--- src/rtl/riscv_ctrl_pkg.sv ---
// Shared encodings for the multicycle RV32I control sequencer: FSM states,
// opcode constants, datapath select encodings and the opcode-class record
// produced by the instruction decoder.
package riscv_ctrl_pkg;

    typedef enum logic [3:0] {
        FETCH    = 4'd0,
        DECODE   = 4'd1,
        MEMADR   = 4'd2,
        MEMREAD  = 4'd3,
        MEMWB    = 4'd4,
        MEMWRITE = 4'd5,
        EXECR    = 4'd6,
        EXECI    = 4'd7,
        ALUWB    = 4'd8,
        BEQ      = 4'd9,
        JAL      = 4'd10,
        TRAP     = 4'd11
    } state_t;

    // Opcode field values of the supported instruction subset
    localparam logic [6:0] OP_LOAD   = 7'b0000011;
    localparam logic [6:0] OP_STORE  = 7'b0100011;
    localparam logic [6:0] OP_RTYPE  = 7'b0110011;
    localparam logic [6:0] OP_ITYPE  = 7'b0010011;
    localparam logic [6:0] OP_BRANCH = 7'b1100011;
    localparam logic [6:0] OP_JAL    = 7'b1101111;

    // ALU operation requested from the ALU decoder
    localparam logic [1:0] ALUOP_ADD   = 2'b00;
    localparam logic [1:0] ALUOP_SUB   = 2'b01;
    localparam logic [1:0] ALUOP_FUNCT = 2'b10;

    // Immediate format selection
    localparam logic [1:0] IMM_I = 2'b00;
    localparam logic [1:0] IMM_S = 2'b01;
    localparam logic [1:0] IMM_B = 2'b10;
    localparam logic [1:0] IMM_J = 2'b11;

    // ALU operand A source
    localparam logic [1:0] SRCA_PC    = 2'b00;
    localparam logic [1:0] SRCA_OLDPC = 2'b01;
    localparam logic [1:0] SRCA_RS1   = 2'b10;

    // ALU operand B source
    localparam logic [1:0] SRCB_RS2  = 2'b00;
    localparam logic [1:0] SRCB_IMM  = 2'b01;
    localparam logic [1:0] SRCB_FOUR = 2'b10;

    // Result bus source
    localparam logic [1:0] RES_ALUOUT = 2'b00;
    localparam logic [1:0] RES_RDATA  = 2'b01;
    localparam logic [1:0] RES_ALU    = 2'b10;

    // Opcode classification; legal is set for any implemented opcode
    typedef struct packed {
        logic legal;
        logic is_load;
        logic is_store;
        logic is_rtype;
        logic is_itype;
        logic is_beq;
        logic is_jal;
    } op_class_t;

endpackage

--- src/rtl/instrdec.sv ---
// Opcode decoder: classifies the opcode field and selects the immediate
// format. Purely combinational so ImmSrc follows op in every FSM state.
module instrdec
    import riscv_ctrl_pkg::*;
(
    input  logic [6:0] op,
    output logic [1:0] imm_src,
    output op_class_t  op_class
);

    // Map opcode to immediate format and class flags
    always_comb begin
        imm_src  = IMM_I;
        op_class = 7'b0000000;
        case (op)
            OP_LOAD: begin
                imm_src          = IMM_I;
                op_class.legal   = 1'b1;
                op_class.is_load = 1'b1;
            end
            OP_STORE: begin
                imm_src           = IMM_S;
                op_class.legal    = 1'b1;
                op_class.is_store = 1'b1;
            end
            OP_RTYPE: begin
                imm_src           = IMM_I;
                op_class.legal    = 1'b1;
                op_class.is_rtype = 1'b1;
            end
            OP_ITYPE: begin
                imm_src           = IMM_I;
                op_class.legal    = 1'b1;
                op_class.is_itype = 1'b1;
            end
            OP_BRANCH: begin
                imm_src         = IMM_B;
                op_class.legal  = 1'b1;
                op_class.is_beq = 1'b1;
            end
            OP_JAL: begin
                imm_src         = IMM_J;
                op_class.legal  = 1'b1;
                op_class.is_jal = 1'b1;
            end
            default: begin
                imm_src  = IMM_I;
                op_class = 7'b0000000;
            end
        endcase
    end

endmodule

--- src/rtl/main_fsm.sv ---
// Multicycle control sequencer for the RV32I subset (lw, sw, R-type,
// I-type ALU, beq, jal). Sequences the shared ALU and memory port across
// instruction phases and stalls on mem_ready. Enables are gated by reset_n
// so nothing writes while reset is held; a reset mid-instruction restarts
// cleanly at FETCH.
module main_fsm
    import riscv_ctrl_pkg::*;
(
    input  logic       clk,
    input  logic       reset_n,
    input  logic [6:0] op,
    input  logic       zero,
    input  logic       mem_ready,
    output logic       AdrSrc,
    output logic       IRWrite,
    output logic [1:0] ALUSrcA,
    output logic [1:0] ALUSrcB,
    output logic [1:0] ALUOp,
    output logic [1:0] ResultSrc,
    output logic [1:0] ImmSrc,
    output logic       PCWrite,
    output logic       RegWrite,
    output logic       MemWrite,
    output logic       illegal,
    output logic       retired
);

    state_t     state_r;
    state_t     next_state_s;
    logic       illegal_r;
    op_class_t  op_class_s;
    logic [1:0] imm_src_s;

    logic       adr_src_s;
    logic       ir_write_s;
    logic [1:0] alu_src_a_s;
    logic [1:0] alu_src_b_s;
    logic [1:0] alu_op_s;
    logic [1:0] result_src_s;
    logic       pc_update_s;
    logic       branch_s;
    logic       reg_write_s;
    logic       mem_write_s;
    logic       retire_s;

    instrdec u_instrdec (
        .op       (op),
        .imm_src  (imm_src_s),
        .op_class (op_class_s)
    );

    // State register; asynchronous reset returns to FETCH
    always_ff @(posedge clk or negedge reset_n) begin
        if (!reset_n) begin
            state_r <= FETCH;
        end else begin
            state_r <= next_state_s;
        end
    end

    // Sticky illegal flag, raised together with entry into TRAP
    always_ff @(posedge clk or negedge reset_n) begin
        if (!reset_n) begin
            illegal_r <= 1'b0;
        end else if (next_state_s == TRAP) begin
            illegal_r <= 1'b1;
        end else begin
            illegal_r <= illegal_r;
        end
    end

    // Next-state and per-state datapath control decode
    always_comb begin
        next_state_s = state_r;
        adr_src_s    = 1'b0;
        ir_write_s   = 1'b0;
        alu_src_a_s  = SRCA_PC;
        alu_src_b_s  = SRCB_RS2;
        alu_op_s     = ALUOP_ADD;
        result_src_s = RES_ALUOUT;
        pc_update_s  = 1'b0;
        branch_s     = 1'b0;
        reg_write_s  = 1'b0;
        mem_write_s  = 1'b0;
        retire_s     = 1'b0;
        case (state_r)
            FETCH: begin
                // PC+4 is computed every cycle; IR and PC load only on ready
                alu_src_a_s  = SRCA_PC;
                alu_src_b_s  = SRCB_FOUR;
                alu_op_s     = ALUOP_ADD;
                result_src_s = RES_ALU;
                if (mem_ready) begin
                    ir_write_s   = 1'b1;
                    pc_update_s  = 1'b1;
                    next_state_s = DECODE;
                end else begin
                    next_state_s = FETCH;
                end
            end
            DECODE: begin
                // Branch target OldPC + imm lands in ALUOut for BEQ
                alu_src_a_s = SRCA_OLDPC;
                alu_src_b_s = SRCB_IMM;
                alu_op_s    = ALUOP_ADD;
                if (!op_class_s.legal) begin
                    next_state_s = TRAP;
                end else if (op_class_s.is_load || op_class_s.is_store) begin
                    next_state_s = MEMADR;
                end else if (op_class_s.is_rtype) begin
                    next_state_s = EXECR;
                end else if (op_class_s.is_itype) begin
                    next_state_s = EXECI;
                end else if (op_class_s.is_beq) begin
                    next_state_s = BEQ;
                end else if (op_class_s.is_jal) begin
                    next_state_s = JAL;
                end else begin
                    next_state_s = TRAP;
                end
            end
            MEMADR: begin
                alu_src_a_s = SRCA_RS1;
                alu_src_b_s = SRCB_IMM;
                alu_op_s    = ALUOP_ADD;
                if (op_class_s.is_store) begin
                    next_state_s = MEMWRITE;
                end else begin
                    next_state_s = MEMREAD;
                end
            end
            MEMREAD: begin
                adr_src_s    = 1'b1;
                result_src_s = RES_ALUOUT;
                if (mem_ready) begin
                    next_state_s = MEMWB;
                end else begin
                    next_state_s = MEMREAD;
                end
            end
            MEMWB: begin
                result_src_s = RES_RDATA;
                reg_write_s  = 1'b1;
                retire_s     = 1'b1;
                next_state_s = FETCH;
            end
            MEMWRITE: begin
                // Write request stays up until memory accepts it
                adr_src_s    = 1'b1;
                result_src_s = RES_ALUOUT;
                mem_write_s  = 1'b1;
                if (mem_ready) begin
                    retire_s     = 1'b1;
                    next_state_s = FETCH;
                end else begin
                    next_state_s = MEMWRITE;
                end
            end
            EXECR: begin
                alu_src_a_s  = SRCA_RS1;
                alu_src_b_s  = SRCB_RS2;
                alu_op_s     = ALUOP_FUNCT;
                next_state_s = ALUWB;
            end
            EXECI: begin
                alu_src_a_s  = SRCA_RS1;
                alu_src_b_s  = SRCB_IMM;
                alu_op_s     = ALUOP_FUNCT;
                next_state_s = ALUWB;
            end
            ALUWB: begin
                result_src_s = RES_ALUOUT;
                reg_write_s  = 1'b1;
                retire_s     = 1'b1;
                next_state_s = FETCH;
            end
            BEQ: begin
                // Compare rs1-rs2; PC loads the ALUOut target when zero
                alu_src_a_s  = SRCA_RS1;
                alu_src_b_s  = SRCB_RS2;
                alu_op_s     = ALUOP_SUB;
                result_src_s = RES_ALUOUT;
                branch_s     = 1'b1;
                retire_s     = 1'b1;
                next_state_s = FETCH;
            end
            JAL: begin
                // PC takes the target from ALUOut while OldPC+4 is formed
                alu_src_a_s  = SRCA_OLDPC;
                alu_src_b_s  = SRCB_FOUR;
                alu_op_s     = ALUOP_ADD;
                result_src_s = RES_ALUOUT;
                pc_update_s  = 1'b1;
                next_state_s = ALUWB;
            end
            TRAP: begin
                next_state_s = TRAP;
            end
            default: begin
                next_state_s = FETCH;
            end
        endcase
    end

    assign AdrSrc    = adr_src_s;
    assign ALUSrcA   = alu_src_a_s;
    assign ALUSrcB   = alu_src_b_s;
    assign ALUOp     = alu_op_s;
    assign ResultSrc = result_src_s;
    assign ImmSrc    = imm_src_s;
    assign IRWrite   = reset_n & ir_write_s;
    assign PCWrite   = reset_n & (pc_update_s | (branch_s & zero));
    assign RegWrite  = reset_n & reg_write_s;
    assign MemWrite  = reset_n & mem_write_s;
    assign retired   = reset_n & retire_s;
    assign illegal   = illegal_r;

endmodule

--- config.mk ---
export PLATFORM = sky130hd
export DESIGN_NAME = main_fsm
export DESIGN_NICKNAME = d
export VERILOG_FILES = /design/src/rtl/riscv_ctrl_pkg.sv /design/src/rtl/instrdec.sv /design/src/rtl/main_fsm.sv
export SDC_FILE = /design/constraint.sdc
export NUM_CORES = 1
export LEC_CHECK = 0
export CAP_MARGIN = 30
export CORE_MARGIN = 4
export CORE_UTILIZATION = 36
export DETAILED_ROUTE_END_ITERATION = 7
export HOLD_SLACK_MARGIN = 0.03
export PLACE_DENSITY = 0.74
export SKIP_LAST_GASP = 1
export SLEW_MARGIN = 5
export SYNTH_ARGS = -nofsm -noshare
export SYNTH_HDL_FRONTEND = slang
export SYNTH_SLANG_ARGS = --single-unit
--- constraint.sdc ---
create_clock -name clk -period 1.4 [get_ports clk]
set_input_delay 0.28 -clock clk [delete_from_list [all_inputs] [get_ports clk]]
set_output_delay 0.28 -clock clk [all_outputs]
set_load 0.005 [all_outputs]
==> flow_metrics.env, run 1 <==
export IMPL_synth_seq_cells=5
export IMPL_synth_cell_area_um2=612
export IMPL_grt_repair_worst_endpoint="PCWrite"
export IMPL_htree_num_levels=1
export IMPL_synthMuxAreaShare_pct=0
export IMPL_synth_distinct_cells=37
export IMPL_postCtsHoldBufs=0
export IMPL_worstEpCategory="output port"
export IMPL_error="[ERROR DPL-0038] Utilization greater than 100%, impossible to legalize"
export IMPL_yosysTopAreaCellShare_pct=20.4
export IMPL_die_h_um=49.2
export IMPL_ios=28
export IMPL_synth_edf_count=0
export IMPL_synth_top_family_by_area="simple AND/OR/NAND/NOR gates"
export IMPL_port_buffers=27
export IMPL_synth_warnings=0
export IMPL_grt_max_degree=9
export IMPL_clock_path_buffers=2
export IMPL_gp_congestion=0.757
export IMPL_die_x_um=49.2
export IMPL_fp_row_count=14
export IMPL_outcome="stopped before the end"
export IMPL_yosys_area_top_type="dfrtp_1"
export IMPL_synth_area_per_cell_um2=7.84
export IMPL_numCtsBuffers=3
export IMPL_synthXorXnorAreaFrac_pct=1.43
export IMPL_cts_root_buf="clkbuf_4"
export IMPL_synth_compound_area_share_pct=25.8
export IMPL_async_reset_ff_share_pct=100
export IMPL_syn_num_nets=89
export IMPL_initial_core_util_pct=39.2
export IMPL_synth_common_cells="8 x nor2_1, 7 x nor2b_1, 6 x a21oi_1, 5 x dfrtp_1, 5 x nand2_1"
export IMPL_syn_inst=78
export IMPL_numClockSinks=5
export IMPL_ys_seq_area_share_pct=20.4
export IMPL_ys_flop_type="dfrtp_1"
export IMPL_synth_area_leaders="dfrtp_1 20%, nor2b_1 7.2%, a21oi_1 4.9%"
export IMPL_synth_fa_ha_area_share_pct=0
export IMPL_synth_simple_area_share_pct=46.0
export IMPL_failed_stage="global routing (5_1_grt)"
export IMPL_dpl_hpwl_um=1680
export IMPL_yosys_cell_count_top_type="nor2_1"
## kinds of logic after synthesis
kind of cell / after synthesis
AOI/OAI and AO/OA: 22
xor gates and xnor gates: 1
buffers and inverters: 7
DFF: 5
and+or+nand+nor: 43
## what timing repair did
action                                  CTS
endpoints found under the setup margin   19
gates resized for setup                  99
pin swaps                                12
gates cloned                              1
setup buffers                            19
## per-stage QoR
step / hold slack (ns) / instance area [um^2] / std cells / worst slack (ns) / setup TNS (ns)
3_3_place_gp: 0.450 / 1140 / 148 / -0.588 / -7.83
3_5_place_dp: 0.456 / 1140 / 148 / -0.621 / -8.25
4_1_cts: 0.410 / 1360 / 172 / -0.413 / -4.24
2_1_floorplan: -0.0156 / 628 / 78 / -0.00343 / -0.00673
==> run 2: changes to the inputs <==
- CORE_AREA: default -> 4 4 65 67
- CORE_MARGIN: 4 -> default
- CORE_UTILIZATION: 36 -> default
- DIE_AREA: default -> 0 0 69 71
- HOLD_SLACK_MARGIN: 0.03 -> default
- PLACE_DENSITY: 0.74 -> default
- PLACE_DENSITY_LB_ADDON: default -> 0.15
- clock period: 1.4 -> 1.8 ns (I/O delays scaled with it)
==> run 2 against run 1 <==
The flow now finishes, with violations (setup timing). Synthesized cell count did not move. Area after synthesis did not move.
==> flow_metrics.env, run 2 <==
export IMPL_initial_core_util_pct=16.8
export IMPL_routedWlPerCell_um=12.1
export IMPL_switchingPower_w=0.000790
export IMPL_path_clk_slew_ns=0.04
export IMPL_vias=840
export IMPL_fp_row_count=22
export IMPL_fmax_mhz=550
export IMPL_clock_path_buffers=2
export IMPL_async_reset_ff_share_pct=100
export IMPL_min_period_ns=1.82
export IMPL_mostFrequentLayoutCells="40 x buf_4, 12 x buf_6, 6 x nor2_1, 6 x dlygate4sd2_1, 6 x buf_2"
export IMPL_die_x_um=69
export IMPL_dpl_hpwl_um=1790
export IMPL_n_antenna_cell=0
export IMPL_dieArea_mm2=0.00490
export IMPL_via_per_inst=4.16
export IMPL_p_leak_nw=0.689
export IMPL_relSlewSlack_pct=80.1
export IMPL_cp_max_fo=2
export IMPL_p_seq_share_pct=10.8
export IMPL_hold_viol=0
export IMPL_clk_insertion_delay_late_ns=0.22
export IMPL_final_nets=166
export IMPL_largest_reg_flops=4
export IMPL_synth_common_cells="8 x nor2_1, 7 x nor2b_1, 6 x a21oi_1, 5 x dfrtp_1, 5 x nand2_1"
export IMPL_crit_type="reg -> out"
export IMPL_synth_area_leaders="dfrtp_1 20%, nor2b_1 7.2%, a21oi_1 4.9%"
export IMPL_port_buffers=27
export IMPL_synth_distinct_cells=37
export IMPL_p_per_area_mw_per_mm2=1430
export IMPL_ir_drop_v=0.000392
export IMPL_largest_register="state_r"
export IMPL_postRouteAntennaNets=0
export IMPL_drt_total_wl_um=2440
export IMPL_outcome="finished, violations left"
export IMPL_placed_cell_area_mm2=0.00117
export IMPL_yosysTopAreaCellShare_pct=20.4
export IMPL_ys_flop_type="dfrtp_1"
export IMPL_syn_inst=78
export IMPL_antenna_found_initial=0
export IMPL_ios=28
export IMPL_numClockSinks=5
export IMPL_finalSetupViolCount=1
export IMPL_synth_warnings=0
export IMPL_synth_cell_area_um2=612
export IMPL_grt_max_degree=7
export IMPL_critical_path_arrival_ns=1.46
export IMPL_startpoint_type="flop"
export IMPL_clock_skew_ns=0.00241
export IMPL_post_route_util_pct=39.9
export IMPL_synth_area_per_cell_um2=7.84
export IMPL_rsz0062_at_grt="yes"
export IMPL_power_frac_comb_pct=79.3
export IMPL_final_common_cell="buf_4"
export IMPL_grt_pass1_vias=867
export IMPL_p_int_w=0.00128
export IMPL_ys_seq_area_share_pct=20.4
export IMPL_final_area_mm2=0.00145
export IMPL_drv_cap=0
export IMPL_yosys_area_top_type="dfrtp_1"
export IMPL_fill_cells=398
export IMPL_core_area_mm2=0.00363
export IMPL_grt_ovfl_total=0
export IMPL_violations="setup timing"
export IMPL_gp_congestion=0.800
export IMPL_clkPwrFrac_pct=9.8
export IMPL_grtUsageTotal_pct=10.0
export IMPL_layout_drive_gt1_share_pct=60.4
export IMPL_postCtsHoldBufs=0
export IMPL_setup_slack_ns=-0.0193
export IMPL_cts_tree="done"
export IMPL_numCtsBuffers=3
export IMPL_drc=0
export IMPL_worst_pin_slew_ns=0.297
export IMPL_hold_path_class="in -> async"
export IMPL_first_iter_violations=15
export IMPL_syn_num_nets=89
export IMPL_endpoint_kind="output port"
export IMPL_swShare_pct=38.2
export IMPL_cts_root_buf="clkbuf_8"
export IMPL_die_h_um=71
export IMPL_worst_r2r_path_depth=7
export IMPL_syn_to_final_growth_pct=137
export IMPL_first_pass_iters=4
export IMPL_cp_required_ns=1.44
export IMPL_synth_edf_count=0
export IMPL_slew_violations=0
export IMPL_htree_num_levels=1
export IMPL_post_route_period_util_pct=101
export IMPL_grt_first_pass_wirelength_um=4080
export IMPL_yosys_cell_count_top_type="nor2_1"
export IMPL_hold_ws_ns=0.307
export IMPL_synth_seq_cells=5
-- run 2: cell counts after synthesis --
Identical to the previous run, type by type.
-- run 2: layout make-up --
| cell class | instances | area (um^2) | area share [%] |
|---|---|---|---|
| multi-input cells | 66 | 574 | 39.6 |
| inverters | 2 | 7.51 | 0.518 |
| well taps | 48 | 60.1 | 4.15 |
| repair buffers | 77 | 633 | 43.7 |
| clock buffers | 4 | 45.0 | 3.11 |
| flip-flops and latches | 5 | 129 | 8.89 |
-- run 2: power groups by stage --
stage          sequential (W)  combinational, W  clock (W)
3_3_place_gp         0.000227           0.00123          0
4_1_cts              0.000219           0.00138   0.000207
5_1_grt              0.000231           0.00178   0.000218
2_1_floorplan        0.000184          0.000577          0
6_report             0.000224           0.00164   0.000203
3_5_place_dp         0.000225           0.00123          0
-- run 2: cell families (layout without fill, tap and decap cells) --
family	count (synthesis)	after routing	synth area share [%]
and+or+nand+nor	43	43	46.0
AOI/OAI and AO/OA	22	22	25.8
buffers and inverters	7	83	6.34
DFF	5	5	20.4
xor gates and xnor gates	1	1	1.43
-- run 2: per-stage QoR --
stage | power (W) | cells | setup WS (ns) | setup TNS, ns
after floorplan | 0.000761 | 78 | 0.212 | 0
after global placement | 0.00145 | 182 | -0.363 | -3.17
after detailed placement | 0.00145 | 182 | -0.384 | -3.19
after CTS | 0.00181 | 199 | -0.155 | -0.690
after global routing | 0.00223 | 202 | -0.0901 | -0.369
final | 0.00207 | 202 | -0.0193 | -0.0193
-- run 2: worst paths after layout --
kind	slack (ns)	startpoint	endpoint
max	-0.02	state_r[2]	PCWrite
min	0.31	reset_n	state_r[2]
max reg2reg	0.08	state_r[2]	illegal
min reg2reg	0.52	illegal	illegal
max in group asynchronous	1.37	reset_n	state_r[0]
min in group clk	0.52	illegal	illegal
-- run 2: worst max-delay path: stages (launching register included) --
cell,delay [ns]
dfrtp_1,0.39
buf_6,0.13
nor4_4,0.28
and3_4,0.22
o21bai_1,0.10
buf_2,0.13
-- run 2: per-layer routing --
| layer | vias to the layer above | GRT usage (%) | wire length (um) | part of all wire, % |
|---|---|---|---|---|
| li1 | 436 | - | - | - |
| met1 | 384 | 12.3 | 1090 | 45 |
| met2 | 20 | 17.9 | 1220 | 50 |
| met3 | 0 | 3.27 | 126 | 5.2 |
| met4 | 0 | 0.651 | 0 | 0 |
| met5 | - | 0 | 0 | 0 |
-- run 2: repair_timing --
action | CTS | global route
pin swaps | 8 | 15
setup endpoints to repair | 16 | 17
buffers inserted | 13 | 4
endpoints found under the hold margin | 0 | 0
gates resized for setup | 55 | 44
Note: power is estimated with default switching activity, not from simulation.
==> run 3: changes to the inputs <==
- HOLD_SLACK_MARGIN: default -> 0.15
==> results of run 3 <==
Final layout, timing and power as in run 2 (identical DEF).
==> run 4: changes to the inputs <==
- GPL_ROUTABILITY_DRIVEN: default -> 0
==> results of run 4 <==
Final layout, timing and power as in run 2 (identical DEF).
